[src/rtl/seg_pkg.sv]
// Shared 7-segment constants: digit patterns, digit slot indices and scan FSM states.
// Used by the scan driver and the score formatter.
package seg_pkg;

  localparam logic [6:0] SEG_ZERO = 7'b1111110;
  localparam logic [6:0] SEG_OFF  = 7'b0000000;

  localparam logic [1:0] DIG_SCORE_ONES = 2'd0;
  localparam logic [1:0] DIG_SCORE_TENS = 2'd1;
  localparam logic [1:0] DIG_HIGH_ONES  = 2'd2;
  localparam logic [1:0] DIG_HIGH_TENS  = 2'd3;

  localparam logic [3:0] AN_OFF   = 4'b1111;
  localparam logic [6:0] CATH_OFF = 7'b1111111;

  typedef enum logic {
    GUARD = 1'b0,
    DRIVE = 1'b1
  } scan_state_e;

  // Active-low one-cold anode select for a digit slot.
  function automatic logic [3:0] anode_sel(input logic [1:0] idx);
    return ~(4'b0001 << idx);
  endfunction

endpackage

[src/rtl/seg_scan_driver_if.sv]
// Segment bundle / display pin bundle between the score formatter side and the scan driver.
// master drives the segment inputs and controls, slave is the scan driver.
interface seg_scan_driver_if;

  logic [13:0] seg;
  logic [13:0] seg_high;
  logic        update;
  logic        blank_lz;
  logic        blink_high;
  logic [3:0]  an;
  logic [6:0]  cath;
  logic        dp;
  logic [1:0]  digit_idx;

  modport master (
    output seg, seg_high, update, blank_lz, blink_high,
    input  an, cath, dp, digit_idx
  );

  modport slave (
    input  seg, seg_high, update, blank_lz, blink_high,
    output an, cath, dp, digit_idx
  );

endinterface

[src/rtl/seg_cath_map.sv]
// Active-high a..g pattern (bit 6 = a) to active-low cathode pins (cath[0] = a).
// Pure bit reverse plus invert; no pattern validation.
module seg_cath_map
  import seg_pkg::*;
(
  input  logic [6:0] pattern_i,
  output logic [6:0] cath_o
);

  for (genvar i = 0; i < 7; i++) begin : g_bit
    assign cath_o[i] = ~pattern_i[6-i];
  end

endmodule

[src/rtl/seg_scan_driver.sv]
// Four-digit common-anode scan driver: snapshot on update, guard/drive scan per digit,
// leading-zero blanking of tens digits and blinking of the high-score pair.
module seg_scan_driver
  import seg_pkg::*;
#(
  parameter int unsigned DIGIT_CYCLES = 100000,
  parameter int unsigned GUARD_CYCLES = 1000,
  parameter int unsigned BLINK_CYCLES = 25000000
) (
  input  logic               clk,
  input  logic               reset,
  seg_scan_driver_if.slave   bus
);

  localparam int unsigned CNT_MAX = (DIGIT_CYCLES > GUARD_CYCLES) ? DIGIT_CYCLES : GUARD_CYCLES;
  localparam int unsigned CNT_W   = (CNT_MAX > 1) ? $clog2(CNT_MAX) : 1;
  localparam int unsigned BLK_W   = (BLINK_CYCLES > 1) ? $clog2(BLINK_CYCLES) : 1;

  localparam logic [CNT_W-1:0] GUARD_LAST = CNT_W'(GUARD_CYCLES - 1);
  localparam logic [CNT_W-1:0] DIGIT_LAST = CNT_W'(DIGIT_CYCLES - 1);
  localparam logic [BLK_W-1:0] BLINK_LAST = BLK_W'(BLINK_CYCLES - 1);

  scan_state_e       state_q;
  logic [CNT_W-1:0]  cnt_q;
  logic [1:0]        idx_q;
  logic [3:0]        an_q;
  logic [6:0]        cath_q;
  logic              dp_q;

  logic [27:0]       snap_q;
  logic [27:0]       snap_d;
  logic [BLK_W-1:0]  blink_cnt_q;
  logic [BLK_W-1:0]  blink_cnt_d;
  logic              blink_on_q;
  logic              blink_on_d;

  logic [6:0]        digit_pat_s;
  logic [6:0]        drive_pat_s;
  logic [6:0]        mapped_s;
  logic [3:0]        an_sel_s;
  logic              blank_s;
  logic              lz_tens_s;
  logic              lz_high_tens_s;
  logic              blink_off_s;

  // Snapshot and blink next-state.
  always_comb begin
    snap_d      = snap_q;
    blink_cnt_d = blink_cnt_q + BLK_W'(1);
    blink_on_d  = blink_on_q;
    if (bus.update) begin
      snap_d = {bus.seg_high, bus.seg};
    end else begin
      snap_d = snap_q;
    end
    if (blink_cnt_q == BLINK_LAST) begin
      blink_cnt_d = '0;
      blink_on_d  = ~blink_on_q;
    end else begin
      blink_cnt_d = blink_cnt_q + BLK_W'(1);
      blink_on_d  = blink_on_q;
    end
  end

  // Snapshot register and free-running blink phase.
  always_ff @(posedge clk or posedge reset) begin
    if (reset) begin
      snap_q      <= {SEG_ZERO, SEG_ZERO, SEG_ZERO, SEG_ZERO};
      blink_cnt_q <= '0;
      blink_on_q  <= 1'b1;
    end else begin
      snap_q      <= snap_d;
      blink_cnt_q <= blink_cnt_d;
      blink_on_q  <= blink_on_d;
    end
  end

  assign lz_tens_s      = bus.blank_lz && (snap_q[13:7] == SEG_ZERO);
  assign lz_high_tens_s = bus.blank_lz && (snap_q[27:21] == SEG_ZERO);
  assign blink_off_s    = bus.blink_high && !blink_on_q;

  // Pattern and blank decision for the digit about to be driven.
  always_comb begin
    digit_pat_s = SEG_OFF;
    blank_s     = 1'b1;
    case (idx_q)
      DIG_SCORE_ONES: begin
        digit_pat_s = snap_q[6:0];
        blank_s     = 1'b0;
      end
      DIG_SCORE_TENS: begin
        digit_pat_s = snap_q[13:7];
        blank_s     = lz_tens_s;
      end
      DIG_HIGH_ONES: begin
        digit_pat_s = snap_q[20:14];
        blank_s     = blink_off_s;
      end
      DIG_HIGH_TENS: begin
        digit_pat_s = snap_q[27:21];
        blank_s     = lz_high_tens_s || blink_off_s;
      end
      default: begin
        digit_pat_s = SEG_OFF;
        blank_s     = 1'b1;
      end
    endcase
    if (blank_s) begin
      drive_pat_s = SEG_OFF;
      an_sel_s    = AN_OFF;
    end else begin
      drive_pat_s = digit_pat_s;
      an_sel_s    = anode_sel(idx_q);
    end
  end

  seg_cath_map u_cath_map (
    .pattern_i (drive_pat_s),
    .cath_o    (mapped_s)
  );

  // Scan FSM; an/cath only ever change on GUARD/DRIVE transitions.
  always_ff @(posedge clk or posedge reset) begin
    if (reset) begin
      state_q <= GUARD;
      cnt_q   <= '0;
      idx_q   <= DIG_SCORE_ONES;
      an_q    <= AN_OFF;
      cath_q  <= CATH_OFF;
      dp_q    <= 1'b1;
    end else begin
      dp_q <= 1'b1;
      case (state_q)
        GUARD: begin
          if (cnt_q == GUARD_LAST) begin
            state_q <= DRIVE;
            cnt_q   <= '0;
            an_q    <= an_sel_s;
            cath_q  <= mapped_s;
          end else begin
            cnt_q <= cnt_q + CNT_W'(1);
          end
        end
        DRIVE: begin
          if (cnt_q == DIGIT_LAST) begin
            state_q <= GUARD;
            cnt_q   <= '0;
            idx_q   <= idx_q + 2'd1;
            an_q    <= AN_OFF;
            cath_q  <= CATH_OFF;
          end else begin
            cnt_q <= cnt_q + CNT_W'(1);
          end
        end
        default: begin
          state_q <= GUARD;
          cnt_q   <= '0;
          an_q    <= AN_OFF;
          cath_q  <= CATH_OFF;
        end
      endcase
    end
  end

  assign bus.an        = an_q;
  assign bus.cath      = cath_q;
  assign bus.dp        = dp_q;
  assign bus.digit_idx = idx_q;

endmodule

[src/flat_wrapper.sv]
// flat-port wrapper written by rule: the top's interface ports become plain ports
module seg_scan_driver_flat import seg_pkg::*;
#(
  parameter int unsigned DIGIT_CYCLES = 100000,
  parameter int unsigned GUARD_CYCLES = 1000,
  parameter int unsigned BLINK_CYCLES = 25000000
)
  (clk, reset, bus_seg, bus_seg_high, bus_update, bus_blank_lz, bus_blink_high, bus_an, bus_cath, bus_dp, bus_digit_idx);
  seg_scan_driver_if bus_i ();
  input  logic clk;
  input  logic reset;
  input wire logic [$bits(bus_i.seg)-1:0] bus_seg;
  input wire logic [$bits(bus_i.seg_high)-1:0] bus_seg_high;
  input wire logic [$bits(bus_i.update)-1:0] bus_update;
  input wire logic [$bits(bus_i.blank_lz)-1:0] bus_blank_lz;
  input wire logic [$bits(bus_i.blink_high)-1:0] bus_blink_high;
  output wire logic [$bits(bus_i.an)-1:0] bus_an;
  output wire logic [$bits(bus_i.cath)-1:0] bus_cath;
  output wire logic [$bits(bus_i.dp)-1:0] bus_dp;
  output wire logic [$bits(bus_i.digit_idx)-1:0] bus_digit_idx;
  assign bus_i.seg = bus_seg;
  assign bus_i.seg_high = bus_seg_high;
  assign bus_i.update = bus_update;
  assign bus_i.blank_lz = bus_blank_lz;
  assign bus_i.blink_high = bus_blink_high;
  assign bus_an = bus_i.an;
  assign bus_cath = bus_i.cath;
  assign bus_dp = bus_i.dp;
  assign bus_digit_idx = bus_i.digit_idx;
  seg_scan_driver #(.DIGIT_CYCLES(DIGIT_CYCLES), .GUARD_CYCLES(GUARD_CYCLES), .BLINK_CYCLES(BLINK_CYCLES)) u_core (.clk(clk), .reset(reset), .bus(bus_i));
endmodule
[config.mk]
export PLATFORM = sky130hd
export DESIGN_NAME = seg_scan_driver_flat
export DESIGN_NICKNAME = d
export VERILOG_FILES = /design/src/rtl/seg_pkg.sv /design/src/rtl/seg_scan_driver_if.sv /design/src/rtl/seg_cath_map.sv /design/src/rtl/seg_scan_driver.sv /design/src/flat_wrapper.sv
export SDC_FILE = /design/constraint.sdc
export NUM_CORES = 1
export LEC_CHECK = 0
export BUFFER_PORTS_ARGS = -buffer_cell sky130_fd_sc_hd__buf_2
export CORE_UTILIZATION = 55
export CTS_CLUSTER_SIZE = 40
export DETAILED_ROUTE_END_ITERATION = 6
export PLACE_DENSITY_LB_ADDON = 0.1
export SYNTH_ARGS = -nofsm -noshare
export SYNTH_HDL_FRONTEND = slang
export SYNTH_SLANG_ARGS = --single-unit
[constraint.sdc]
create_clock -name clk -period 3 [get_ports clk]
set_input_delay 0.3 -clock clk [delete_from_list [all_inputs] [get_ports clk]]
set_output_delay 0.3 -clock clk [all_outputs]
set_load 0.01 [all_outputs]
=== Word level (Yosys, flattened, before mapping) ===
Cells that the tools add are included.
Widths: inputs -> output; s select.

* Flip-flop bits (word level): 85
* Word-level logic and storage cells: 57

* Shift-type cells: 1
* Eq/ne operators: 10
* Add/sub/neg operators: 3
* Bitwise gates (word level): 10
* Mux-type cells: 17
* Reductions and logical operators: 8

{| class="wikitable"
|+ Operator list
! kind !! number
|-
| $mux 17 || 2
|-
| $pmux 17 s2 || 1
|-
| $pmux 7 s4 || 1
|-
| $add 25x1->25 const B || 1
|-
| $eq 25x25->1 const B || 1
|-
| $mux 25 || 1
|-
| $mux 7 || 3
|-
| $add 17x1->17 const B || 1
|-
| $eq 17x10->1 const B || 1
|-
| $eq 17x17->1 const B || 1
|-
| $eq 7x7->1 const B || 2
|-
| $pmux 7 s2 || 1
|-
| $mux 4 || 3
|-
| $not 1->1 || 9
|-
| $pmux 4 s2 || 1
|-
| $eq 2x2->1 const B || 2
|-
| $not 4->4 || 1
|-
| $pmux 1 s4 || 1
|-
| $reduce_and 2->1 || 2
|-
| $shl 1x2->4 const A || 1
|-
| $logic_and 1x1->1 || 3
|-
| $add 2x1->2 const B || 1
|-
| $eq 2x1->1 const B || 1
|-
| $logic_not 2->1 || 1
|-
| 6 further kinds || 7
|}

=== Longest topological paths before layout ===
Gate-level depths: netlist of run 1.

* Depth after elaboration: 8
* Depth in mapped cells: 8

=== By module ===
A second synthesis of run 1 with hierarchy kept.

* Cells, all modules: 358
* Area total of the unflattened synthesis: 4080.2 µm²

{| class="wikitable"
|+ Modules (own cells, without submodules)
! module !! cells an instance !! area each (µm²) !! times used
|-
| seg_scan_driver || 351 || 4053.9 || 1
|-
| seg_cath_map || 7 || 26.3 || 1
|}

=== Worst setup path after synthesis of run 1 ===
Ideal clock, no wire load.

* Path type: flip-flop to flip-flop
* Start point: reg u_core.idx_q[1] (netlist: u_core.bus.digit_idx[1])
* End point: reg u_core.an_q[1] (netlist: u_core.bus.an[1])
* Clock period less this slack: 1.872 ns
* Slack: 1.128 ns
* Setup time: 0.079 ns
* Arrival: 1.793 ns
* Cell stages (with the launch flop): 9
* Path buffers: 1
* Cells stage by stage: dfrtp_1 > inv_1 > ha_1 > buf_2 > nand2_1 > or4_1 > o21ai_0 > a32oi_1 > a31oi_1

* Cells in the longest elaborated chain, start to end: 5
* Elaborated cells between the ends (all ways): 10

{| class="wikitable"
|+ Ends and longest elaborated chain
! item !! RTL line !! text
|-
| from (decl) || seg_scan_driver.sv:25 || <nowiki>logic [1:0] idx_q;</nowiki>
|-
| from (signal assigned) || seg_scan_driver.sv:148 || <nowiki>idx_q <= idx_q + 2'd1;</nowiki>
|-
| $eq 2x2->1, or another cell as far along || seg_scan_driver.sv:86 || <nowiki>case (idx_q)</nowiki>
|-
| $pmux 1 s4 or $not 4->4 (tied branches) || seg_scan_driver.sv:86, seg_pkg.sv:23 ||
|-
| $mux 4 (*) || seg_scan_driver.sv:108 || <nowiki>if (blank_s) begin</nowiki>
|-
| $mux 4 (*) || seg_scan_driver.sv:135 || <nowiki>if (cnt_q == GUARD_LAST) begin</nowiki>
|-
| $pmux 4 s2 (*) || seg_scan_driver.sv:133 || <nowiki>case (state_q)</nowiki>
|-
| to (signal assigned) || seg_scan_driver.sv:138 || <nowiki>an_q <= an_sel_s;</nowiki>
|-
| to (decl) || seg_scan_driver.sv:26 || <nowiki>logic [3:0] an_q;</nowiki>
|}

Every way passes the cells marked *; elsewhere a longest branch is shown, timed or not. The select of a mux whose other input is x is not followed.
A chain may end at the register's enable or synchronous reset.

=== Worst setup path in the final report of run 1 ===
* Start point: reg u_core.idx_q[1] (netlist: u_core.bus.digit_idx[1])
* End point: reg u_core.cath_q[2] (netlist: u_core.bus.cath[2])

* Cells in the longest elaborated chain, start to end: 6
* Elaborated cells between the ends (all ways): 10

{| class="wikitable"
|+ Ends and longest elaborated chain
! item !! RTL line !! text
|-
| $eq 2x2->1, or another cell as far along || seg_scan_driver.sv:86 ||
|-
| $pmux 7 s4 or $pmux 1 s4 (tied branches) || seg_scan_driver.sv:86 ||
|-
| $mux 7 (*) || seg_scan_driver.sv:108 ||
|-
| $not 1->1 (*) || seg_cath_map.sv:11 || <nowiki>assign cath_o[i] = ~pattern_i[6-i];</nowiki>
|-
| $mux 7 (*) || seg_scan_driver.sv:135 ||
|-
| $pmux 7 s2 (*) || seg_scan_driver.sv:133 ||
|-
| to (signal assigned) || seg_scan_driver.sv:139 || <nowiki>cath_q <= mapped_s;</nowiki>
|-
| to (decl) || seg_scan_driver.sv:27 || <nowiki>logic [6:0] cath_q;</nowiki>
|}

Marked as above.

==> summary.md, run 1 <==
| Metric | Value |
|---|---|
| Post-route clock skew | `0.00897 ns` |
| Yosys warning count | `0` |
| Routed Antenna Nets | `0` |
| EDFF count, synth | `0` |
| Power Total | `between 2 and 2.5 mW` |
| Fin crit period | `2.18 ns` |
| Top_reg_cell synth | `dfrtp_1` |
| Final setup vio count | `0` |
| Internal power | `1.57 mW` |
| Vias per cell | `roughly 5.6` |
| CP startpoint kind | `flip-flop` |
| Die outline height | `87.1 um` |
| Synth Net Count | `roughly 400` |
| # DRC | `0` |
| Worst Setup Slack, final | `0.820 ns` |
| Cell Count, Final, Fillers Out | `511` |
| Part of the power in combinational logic | `between 5 and 6%` |
| Sequential fraction of design power | `between 50% and 60%` |
| Cell Pwr Density | `~460 nW/um^2` |
| Vias in the first global route | `between 2000 and 3000` |
| Ant. Diodes | `0` |
| Sw Pwr | `a little over 0.5 mW` |
| Status | `complete, no violations` |
| Placed Area | `about 4300 um^2` |
| CTS clk-pin slew, worst paths | `0.09 ns` |
| Crit Path Class | `reg2reg` |
| Fin nets | `between 400 and 500` |
| DIE AREA | `between 7000 and 8000 um^2` |
| Setup WS pre-CTS | `about 0.84 ns` |
| Row count | `30` |
| Avg Synthesized Cell Area | `~11 um^2` |
| I/O Buffers | `45` |
| Final period util | `around 73%` |
| Clk sink count | `85` |
| H-Tree Depth | `3` |
| Hold WS | `0.166 ns` |
| First-pass GRT wire length | `around 13 mm` |
| Post-cts gate resize count | `0` |
| I/O pin count | `47` |
| Initial Util | `57.7%` |
| Hpwl dp | `~5.6 mm` |
| Cts bufs inserted | `9` |
| FF+latch count, synth | `85` |
| Commonest non-fill, non-tap cells in the layout | `dfrtp_1 (49), nor2_1 (45), buf_2 (45)` |
| Clock network power share | `approximately 35%` |
| Synth async-reset ratio | `100%` |
| CTS Buffer Depth | `2` |
| F_max | `roughly 460 MHz` |
| Worst Hold Class | `in2reg` |
| Layout Utilization | `roughly 65%` |
| Hold Vio Cnt, Final | `0` |
| Worst slew margin | `roughly 47%` |
| Cell count after synthesis | `362` |
| Drt first pass iters | `5` |
| Overflow after GRT | `0` |
| Leak pwr | `about 2.0 nW` |
| DRT Wirelength | `between 7 and 8 mm` |
| Fillers | `between 500 and 600` |
| Max_cap viols | `0` |
| Initial antenna violation count | `0` |
| CP Capture Type | `flip-flop` |
| Worst-skew pair later-pin latency | `about 0.36 ns` |
| Hold-fix buffers at CTS | `1` |
| Core area | `a little under 7000 um^2` |
| Drt wl/cell | `15.2 um` |
| Die width | `slightly below 90 um` |
| TNS Setup | `0 ns` |
| Gp weighted congestion | `~0.8` |
| TritonCTS clock tree | `yes` |
| Max VDD drop | `roughly 0.24 mV` |
| Switching share of power | `24.4%` |
| Share of layout cells above drive strength 1 | `approximately 33%` |
| Post-synthesis instance area | `3990 um^2` |
| Starting DRC count in detailed routing | `103` |
| DP Cell Count | `494` |
| Slew of the pin with the lowest slew margin | `~0.8 ns` |
| Data required, critical path | `3.28 ns` |
| Finished Cell Area | `~4500 um^2` |
| Total track usage | `roughly 22%` |
| RSZ-0062 raised after global routing | `no` |
| Pin count of the biggest net entering global routing | `31` |
| Synth cell types | `42` |
| Crit-path max FO | `10` |
| Detailed-route via count | `about 2900` |
| Post-CTS Setup Bufs | `0` |
| Area Growth Syn to Fin | `12.7%` |
| Most common cell after layout, fill and taps aside | `dfrtp_1` |
| Clock root cell | `clkbuf_8` |
| Max-slew violations | `0` |
| Sequential area share after synthesis | `between 50% and 60%` |
| CP arrival | `2.46 ns` |
[power groups by stage]
stage	clock network [mW]	registers, mW	logic, mW
after global routing	0.793	1.24	0.120
after floorplan	0	1.24	0.0719
after detailed placement	0	1.26	0.107
final	0.735	1.24	0.106
after global placement	0	1.25	0.104
after CTS	0.754	1.24	0.108
[layout make-up]
type / instances / area (um^2) / share of cell area, %
Inverter: 9 / 35.0 / 0.779
Tap cell: 96 / 120 / 2.67
Multi-Input combinational cell: 254 / 1720 / 38.3
Clock buffer: 10 / 128 / 2.84
Sequential cell: 85 / 2170 / 48.3
Clock inverter: 6 / 47.5 / 1.06
Timing Repair Buffer: 51 / 273 / 6.07
[critical path: stages, from the launching register on]
cell and delay [ns]:
dfrtp_1 0.43, inv_1 0.12, ha_1 0.37, nand2_1 0.09, or4_1 0.39, o21ai_0 0.10, a32oi_1 0.33, a31oi_1 0.27
[Yosys cell counts (all sizes together), types with 3 or more instances]
| library cell | n | share of area (%) |
|---|---|---|
| dfrtp | 49 | 31 |
| nor2 | 45 | 4.2 |
| dfstp | 36 | 24 |
| mux2 | 28 | 7.9 |
| nand2 | 28 | 2.6 |
| xor2 | 21 | 4.6 |
| nand3 | 17 | 2.1 |
| nand4 | 13 | 2.4 |
| o21ai | 13 | 1.6 |
| xnor2 | 12 | 2.6 |
| a31oi | 11 | 1.7 |
| clkbuf | 9 | 0.85 |
| inv | 9 | 0.85 |
| nor3 | 9 | 1.3 |
| and3 | 8 | 1.3 |
| a222oi | 7 | 1.8 |
| ha | 7 | 2.2 |
| buf | 5 | 0.69 |
| a21oi | 4 | 0.50 |
| nor4 | 4 | 0.63 |
| or3 | 4 | 0.91 |
| or4 | 4 | 0.75 |
| and4 | 3 | 0.66 |
[cell families after synthesis]
logic type | synth area share (%)
compound gates | 6.18
xor+xnor | 7.25
fa+ha+maj | 2.20
buf+inv | 2.38
flops | 54.5
mux | 8.41
other cells | 0.0940
simple gates | 19.0
[final timing paths]
kind | end | cells after the start | start | slack (ns)
min | u_core.snap_q[1]$_DFFE_PP1P_ | 2 | bus_seg[1] | 0.17
min in group asynchronous | u_core.blink_cnt_q[15]$_DFF_PP0_ | 3 | reset | 0.47
max in group asynchronous | u_core.bus.an[1]$_DFFE_PP1P_ | 4 | reset | 1.74
max reg2reg | u_core.bus.cath[2]$_DFFE_PP1P_ | 7 | u_core.bus.digit_idx[1]$_DFFE_PP0P_ | 0.82
max | u_core.bus.cath[2]$_DFFE_PP1P_ | 7 | u_core.bus.digit_idx[1]$_DFFE_PP0P_ | 0.82
min reg2reg | u_core.cnt_q[0]$_DFF_PP0_ | 1 | u_core.cnt_q[0]$_DFF_PP0_ | 0.47
[sequential cells by signal (all words and copies together) (netlist names)]
register	count
u_core.bus.an	4
u_core.state_q	1
u_core.snap_q	28
u_core.blink_on_q	1
u_core.cnt_q	17
u_core.bus.cath	7
u_core.bus.digit_idx	2
u_core.blink_cnt_q	25
[layer usage]
metal,track usage (%),up-vias,wire [um]
met2,35.6,68,3650
met1,30.2,1406,3650
met4,9.39,0,133
li1,-,1377,-
met3,3.51,13,336
met5,0,-,0
(Power assumes the default switching activity.)
==> run 2, diff against run 1 <==
--- a/config.mk
+++ b/config.mk
@@ -6,7 +6,7 @@
 export NUM_CORES = 1
 export LEC_CHECK = 0
 export BUFFER_PORTS_ARGS = -buffer_cell sky130_fd_sc_hd__buf_2
-export CORE_UTILIZATION = 55
+export CORE_UTILIZATION = 52
 export CTS_CLUSTER_SIZE = 40
 export DETAILED_ROUTE_END_ITERATION = 6
 export PLACE_DENSITY_LB_ADDON = 0.1
==> constraint.sdc (replaced) <==
create_clock -name clk -period 1.87 [get_ports clk]
set_input_delay 0.187 -clock clk [delete_from_list [all_inputs] [get_ports clk]]
set_output_delay 0.187 -clock clk [all_outputs]
set_load 0.01 [all_outputs]
==> summary.md, run 2 (synthesized netlist as in run 1, its figures left out) <==
| Metric | Value |
|---|---|
| Crit Path Class | `reg2reg` |
| Biggest regs | `u_core.snap_q x28, u_core.blink_cnt_q x25, u_core.cnt_q x17` |
| Worst Setup Slack, final | `around 0.048 ns` |
| Overflow after GRT | `0` |
| Finished Cell Area | `4820 um^2` |
| Fin nets | `476` |
| Drt wl/cell | `about 15 um` |
| TritonCTS clock tree | `yes` |
| Layout Utilization | `roughly two thirds` |
| Setup WS pre-CTS | `0.0403 ns` |
| Fillers | `about 570` |
| H-Tree Depth | `3` |
| Cts bufs inserted | `9` |
| Max_cap viols | `0` |
| DIE AREA | `around 8000 um^2` |
| Detailed-route via count | `about 3000` |
| Clk sink count | `85` |
| Hold Vio Cnt, Final | `0` |
| F_max | `between 500 and 600 MHz` |
| Leak pwr | `2.15 nW` |
| Initial antenna violation count | `0` |
| Worst-skew pair later-pin latency | `between 0.3 and 0.4 ns` |
| Area Growth Syn to Fin | `20.8%` |
| Drt first pass iters | `4` |
| Cell Pwr Density | `slightly above 700 nW/um^2` |
| CP top delay family | `simple AND/OR/NAND/NOR gates` |
| Pin count of the biggest net entering global routing | `38` |
| CP bufs+invs | `0` |
| I/O Buffers | `45` |
| Core area | `approximately 7300 um^2` |
| Multi-input gate area | `between 1500 and 2000 um^2` |
| Hpwl dp | `between 5 and 6 mm` |
| Max-slew violations | `0` |
| Final setup vio count | `0` |
| I/O pin count | `47` |
| Initial Util | `a little over half` |
| # DRC | `0` |
| Die width | `roughly 90 um` |
| Row count | `31` |
| Crit path cell chain | `or4_4, or4_1, and3_1` |
| Placed Area | `roughly 4500 um^2` |
| Hold WS | `about 0.053 ns` |
| Gp weighted congestion | `about 0.86` |
| Post-route clock skew | `between 0.01 and 0.015 ns` |
| Sequential cell area | `2170 um^2` |
| Most common cell after layout, fill and taps aside | `dfrtp_1` |
| CTS clk-pin slew, worst paths | `approximately 0.09 ns` |
| Reg with most FFs | `u_core.snap_q` |
| Vias in the first global route | `between 2000 and 3000` |
| Clock root cell | `clkbuf_8` |
| Final period util | `slightly below 100%` |
| Share of layout cells above drive strength 1 | `40.4%` |
| Slew of the pin with the lowest slew margin | `~0.62 ns` |
| Total track usage | `a little over a fifth` |
| Starting DRC count in detailed routing | `190` |
| Max FFs per register | `28` |
| Worst Hold Class | `in2reg` |
| Status | `complete, no violations` |
| DRT Wirelength | `~8 mm` |
| TNS Setup | `0 ns` |
| Die outline height | `roughly 90 um` |
| Crit-path max FO | `3` |
| Ant. Diodes | `0` |
| Worst slew margin | `roughly three fifths` |
| First-pass GRT wire length | `12.8 mm` |
| Commonest non-fill, non-tap cells in the layout | `dfrtp_1 (47), buf_2 (45), nor2_1 (44)` |
| Routed Antenna Nets | `0` |
| Max VDD drop | `0.404 mV` |
| CP Capture Type | `flip-flop` |
| CTS Buffer Depth | `2` |
| Vias per cell | `5.50` |
| Slowest CP cell | `or4_1` |
| Max stage delay on crit path | `approximately 0.55 ns` |
| Data required, critical path | `approximately 2.1 ns` |
| CP startpoint kind | `flip-flop` |
| RSZ-0062 raised after global routing | `yes` |
| Fin crit period | `about 1.8 ns` |
| CP arrival | `2.07 ns` |
==> run 2: cell types whose count changed in the layout (fill, tap and decap cells not counted), sizes merged <==
cell      before  now
a32oi          1    2
clkinvlp       2    3
bufinv         0    1
inv           10    8
buf           50   75
==> run 2: repair_timing <==
item                       CTS  global route
hold endpoints to repair    14             0
gates resized for setup      0            17
setup endpoints to repair    0            24
setup buffers                0             2
hold buffers                 1             0
==> run 2: area by class of cell <==
class	count	area share, %
Sequential cell	85	45.1
Inverter	9	0.779
Timing Repair Buffer	76	10.1
Multi-Input combinational cell	255	37.5
Clock buffer	10	2.65
Clock inverter	6	1.32
Tap cell	99	2.57
==> run 2: worst paths after layout <==
path	from	to	slack (ns)	cells after the start
hold reg to reg	u_core.blink_cnt_q[24]$_DFF_PP0_	u_core.blink_cnt_q[24]$_DFF_PP0_	0.48	1
max in group asynchronous	reset	u_core.snap_q[15]$_DFFE_PP1P_	0.78	4
setup reg to reg	u_core.cnt_q[13]$_DFF_PP0_	u_core.cnt_q[1]$_DFF_PP0_	0.05	3
min in group asynchronous	reset	u_core.blink_cnt_q[17]$_DFF_PP0_	0.43	3
hold / removal	bus_seg_high[3]	u_core.snap_q[17]$_DFFE_PP1P_	0.05	2
setup / recovery	u_core.cnt_q[13]$_DFF_PP0_	u_core.cnt_q[1]$_DFF_PP0_	0.05	3
==> run 2: metal layers <==
metal  track usage, %  routed length (um)  up-vias
met5                0                   0        -
met1             28.2                3730     1430
met2             34.6                3910       77
li1                 -                   -     1445
met3             4.11                 382       17
met4             10.2                 199        0
==> run 2: where the power goes <==
part | leakage (nW) | switching, mW | total, mW | internal (mW)
Combinational | 1.04 | 0.0855 | 0.177 | 0.0919
Clock | 0.0923 | 0.668 | 1.28 | 0.615
Sequential | 1.02 | 0.0454 | 1.98 | 1.94
==> run 2: per-stage QoR <==
stage | total power, mW | cells
after floorplan | 2.11 | 362
after global placement | 2.19 | 520
after detailed placement | 2.20 | 520
after CTS | 3.48 | 537
after global routing | 3.58 | 540
final | 3.45 | 540
==> run 3, diff against run 2 <==
--- a/config.mk
+++ b/config.mk
@@ -6,9 +6,11 @@
 export NUM_CORES = 1
 export LEC_CHECK = 0
 export BUFFER_PORTS_ARGS = -buffer_cell sky130_fd_sc_hd__buf_2
+export CORE_MARGIN = 5
 export CORE_UTILIZATION = 52
 export CTS_CLUSTER_SIZE = 40
 export DETAILED_ROUTE_END_ITERATION = 6
+export GPL_TIMING_DRIVEN = 0
 export PLACE_DENSITY_LB_ADDON = 0.1
 export SYNTH_ARGS = -nofsm -noshare
 export SYNTH_HDL_FRONTEND = slang
==> summary.md, run 3 (synthesized netlist as in run 1, its figures left out) <==
| Metric | Value |
|---|---|
| CP startpoint kind | `flip-flop` |
| Pin count of the biggest net entering global routing | `37` |
| Worst slew margin | `56.0%` |
| # DRC | `0` |
| Max FFs per register | `28` |
| Detailed-route via count | `2931` |
| Worst-skew pair later-pin latency | `approximately 0.35 ns` |
| Cell Pwr Density | `~750 nW/um^2` |
| Final setup vio count | `0` |
| I/O Buffers | `44` |
| Crit Path Class | `reg2reg` |
| CP Capture Point | `u_core.cnt_q[1]$_DFF_PP0_` |
| TritonCTS clock tree | `yes` |
| Biggest regs | `u_core.snap_q x28, u_core.blink_cnt_q x25, u_core.cnt_q x17` |
| Cts bufs inserted | `9` |
| CTS clk-pin slew, worst paths | `0.09 ns` |
| F_max | `roughly 540 MHz` |
| DP Cell Count | `510` |
| Clock network power share | `between 40% and 50%` |
| CP bufs+invs | `0` |
| Met1 Routed Length | `about 3.9 mm` |
| Internal power | `about 2.8 mW` |
| Part of the power in combinational logic | `around 5.1%` |
| Crit path cell chain | `or4_4, or4_4, and3_1` |
| Drt first pass iters | `4` |
| CP arrival | `between 2 and 2.5 ns` |
| Area Growth Syn to Fin | `21.2%` |
| Sw Pwr | `slightly above 0.8 mW` |
| Share of layout cells above drive strength 1 | `between 40% and 50%` |
| Data required, critical path | `about 2.1 ns` |
| Cell Count, Final, Fillers Out | `roughly 530` |
| Reg-to-Reg Start | `u_core.cnt_q[13]$_DFF_PP0_` |
| Max-slew violations | `0` |
| Initial antenna violation count | `0` |
| RSZ-0062 raised after global routing | `yes` |
| Clk sink count | `85` |
| Slew of the pin with the lowest slew margin | `0.655 ns` |
| CP top delay family | `simple AND/OR/NAND/NOR gates` |
| Core area | `about 7600 um^2` |
| Cell repeated most along the worst path | `or4_4` |
| Crit-path max FO | `5` |
| Die outline height | `approximately 98 um` |
| Switching share of power | `22.2%` |
| Hold WS | `around 0.060 ns` |
| Worst Hold Class | `in2reg` |
| Initial Util | `approximately 52%` |
| Max stage delay on crit path | `0.57 ns` |
| Vias in the first global route | `between 2000 and 3000` |
| Overflow after GRT | `0` |
| Starting DRC count in detailed routing | `~130` |
| Commonest non-fill, non-tap cells in the layout | `dfrtp_1 (45), nor2_1 (44), buf_2 (44)` |
| Total track usage | `~18%` |
| Gp weighted congestion | `~0.8` |
| Critical path startpoint | `u_core.cnt_q[13]$_DFF_PP0_` |
| Final period util | `slightly below 100%` |
| Worst reg-to-reg setup slack | `about 0.015 ns` |
| Row count | `32` |
| Leak pwr | `2.08 nW` |
| Max_cap viols | `0` |
| Vias per cell | `5.51` |
| Clock root cell | `clkbuf_8` |
| Fin nets | `approximately 470` |
| Max layer used | `met4` |
| Post-route clock skew | `roughly 0.011 ns` |
| DRT Wirelength | `between 8 and 9 mm` |
| Hpwl dp | `5.82 mm` |
| Slowest CP cell | `or4_4` |
| Detail Route met3 WL | `388 um` |
| CTS Buffer Depth | `2` |
| Reg with most FFs | `u_core.snap_q` |
| DIE AREA | `approximately 9500 um^2` |
| Worst r2r path cells | `3` |
| Metal2 WL | `approximately 4.2 mm` |
| Critical path depth in cells | `3` |
| Drt wl/cell | `16.1 um` |
| Routed Antenna Nets | `0` |
| Sequential fraction of design power | `54.3%` |
| Most common cell after layout, fill and taps aside | `dfrtp_1` |
| Max VDD drop | `around 0.44 mV` |
| I/O pin count | `47` |
| Hold Vio Cnt, Final | `0` |
| Ant. Diodes | `0` |
| Fin crit period | `between 1.5 and 2 ns` |
| Die width | `~98 um` |
| CP Capture Type | `flip-flop` |
| H-Tree Depth | `3` |
| Status | `complete, no violations` |
| Critical register-to-register path endpoint | `u_core.cnt_q[1]$_DFF_PP0_` |
| First-pass GRT wire length | `approximately 14 mm` |
-- run 3: repair_timing --
item | in CTS | in global routing
resized for setup | 19 | 21
cloned | 1 | 0
pin swaps | 3 | 10
hold endpoints to repair | 12 | 0
setup buffers | 5 | 3
hold buffers | 1 | 0
setup endpoints to repair | 38 | 32
-- run 3: worst min-delay path by stage --
stage | start | to | slack, ns | cells after the start
after floorplan | bus_seg[13] | u_core.snap_q[13]$_DFFE_PP1P_ | 0.30 | 2
after global placement | bus_seg[13] | u_core.snap_q[13]$_DFFE_PP1P_ | 0.42 | 3
after detailed placement | reset | u_core.cnt_q[16]$_DFF_PP0_ | 0.21 | 2
after CTS | bus_seg_high[2] | u_core.snap_q[16]$_DFFE_PP1P_ | 0.04 | 2
after global routing | bus_seg[9] | u_core.snap_q[9]$_DFFE_PP1P_ | 0.04 | 2
final | bus_seg_high[3] | u_core.snap_q[17]$_DFFE_PP1P_ | 0.06 | 2
-- run 3: layer usage --
layer	global-route usage, %	vias to the layer above
met5	0	-
met4	8.31	0
met3	3.88	12
met2	29.2	68
met1	24.3	1432
li1	-	1419
-- run 3: final cells by class --
cell class / count / area, um^2
fillers: 642 / 2770
flip-flops and latches: 85 / 2180
multi-input cells: 255 / 1870
repair buffers: 55 / 330
clock buffers: 10 / 138
well taps: 102 / 128
clock inverters: 6 / 92.6
plain buffers: 10 / 62.6
inverters: 9 / 37.5
-- run 3: stage by stage --
step	TNS, ns	worst slack, ns	area [um^2]	power, mW	utilization, %
floorplan	0	0.0367	4000	2.11	-
global placement	-7.44	-0.396	4350	2.18	57.1
CTS	0	0.00331	4740	3.69	62.3
global route	-0.121	-0.0270	4830	3.78	63.6
detailed placement	-8.22	-0.409	4390	2.20	57.7
finish	0	0.0149	4830	3.65	63.6
-- run 3: worst register-to-register path, stage by stage (launching register included) --
cell and delay (ns):
dfrtp_2 0.44, or4_4 0.57, or4_4 0.55, and3_1 0.19
-- run 3: power groups by stage --
stage / registers [mW] / logic, mW / clock network, mW
2_1_floorplan: 2.00 / 0.116 / 0
3_3_place_gp: 2.01 / 0.169 / 0
3_5_place_dp: 2.01 / 0.184 / 0
4_1_cts: 1.98 / 0.188 / 1.52
5_1_grt: 1.99 / 0.210 / 1.58
6_report: 1.98 / 0.187 / 1.48
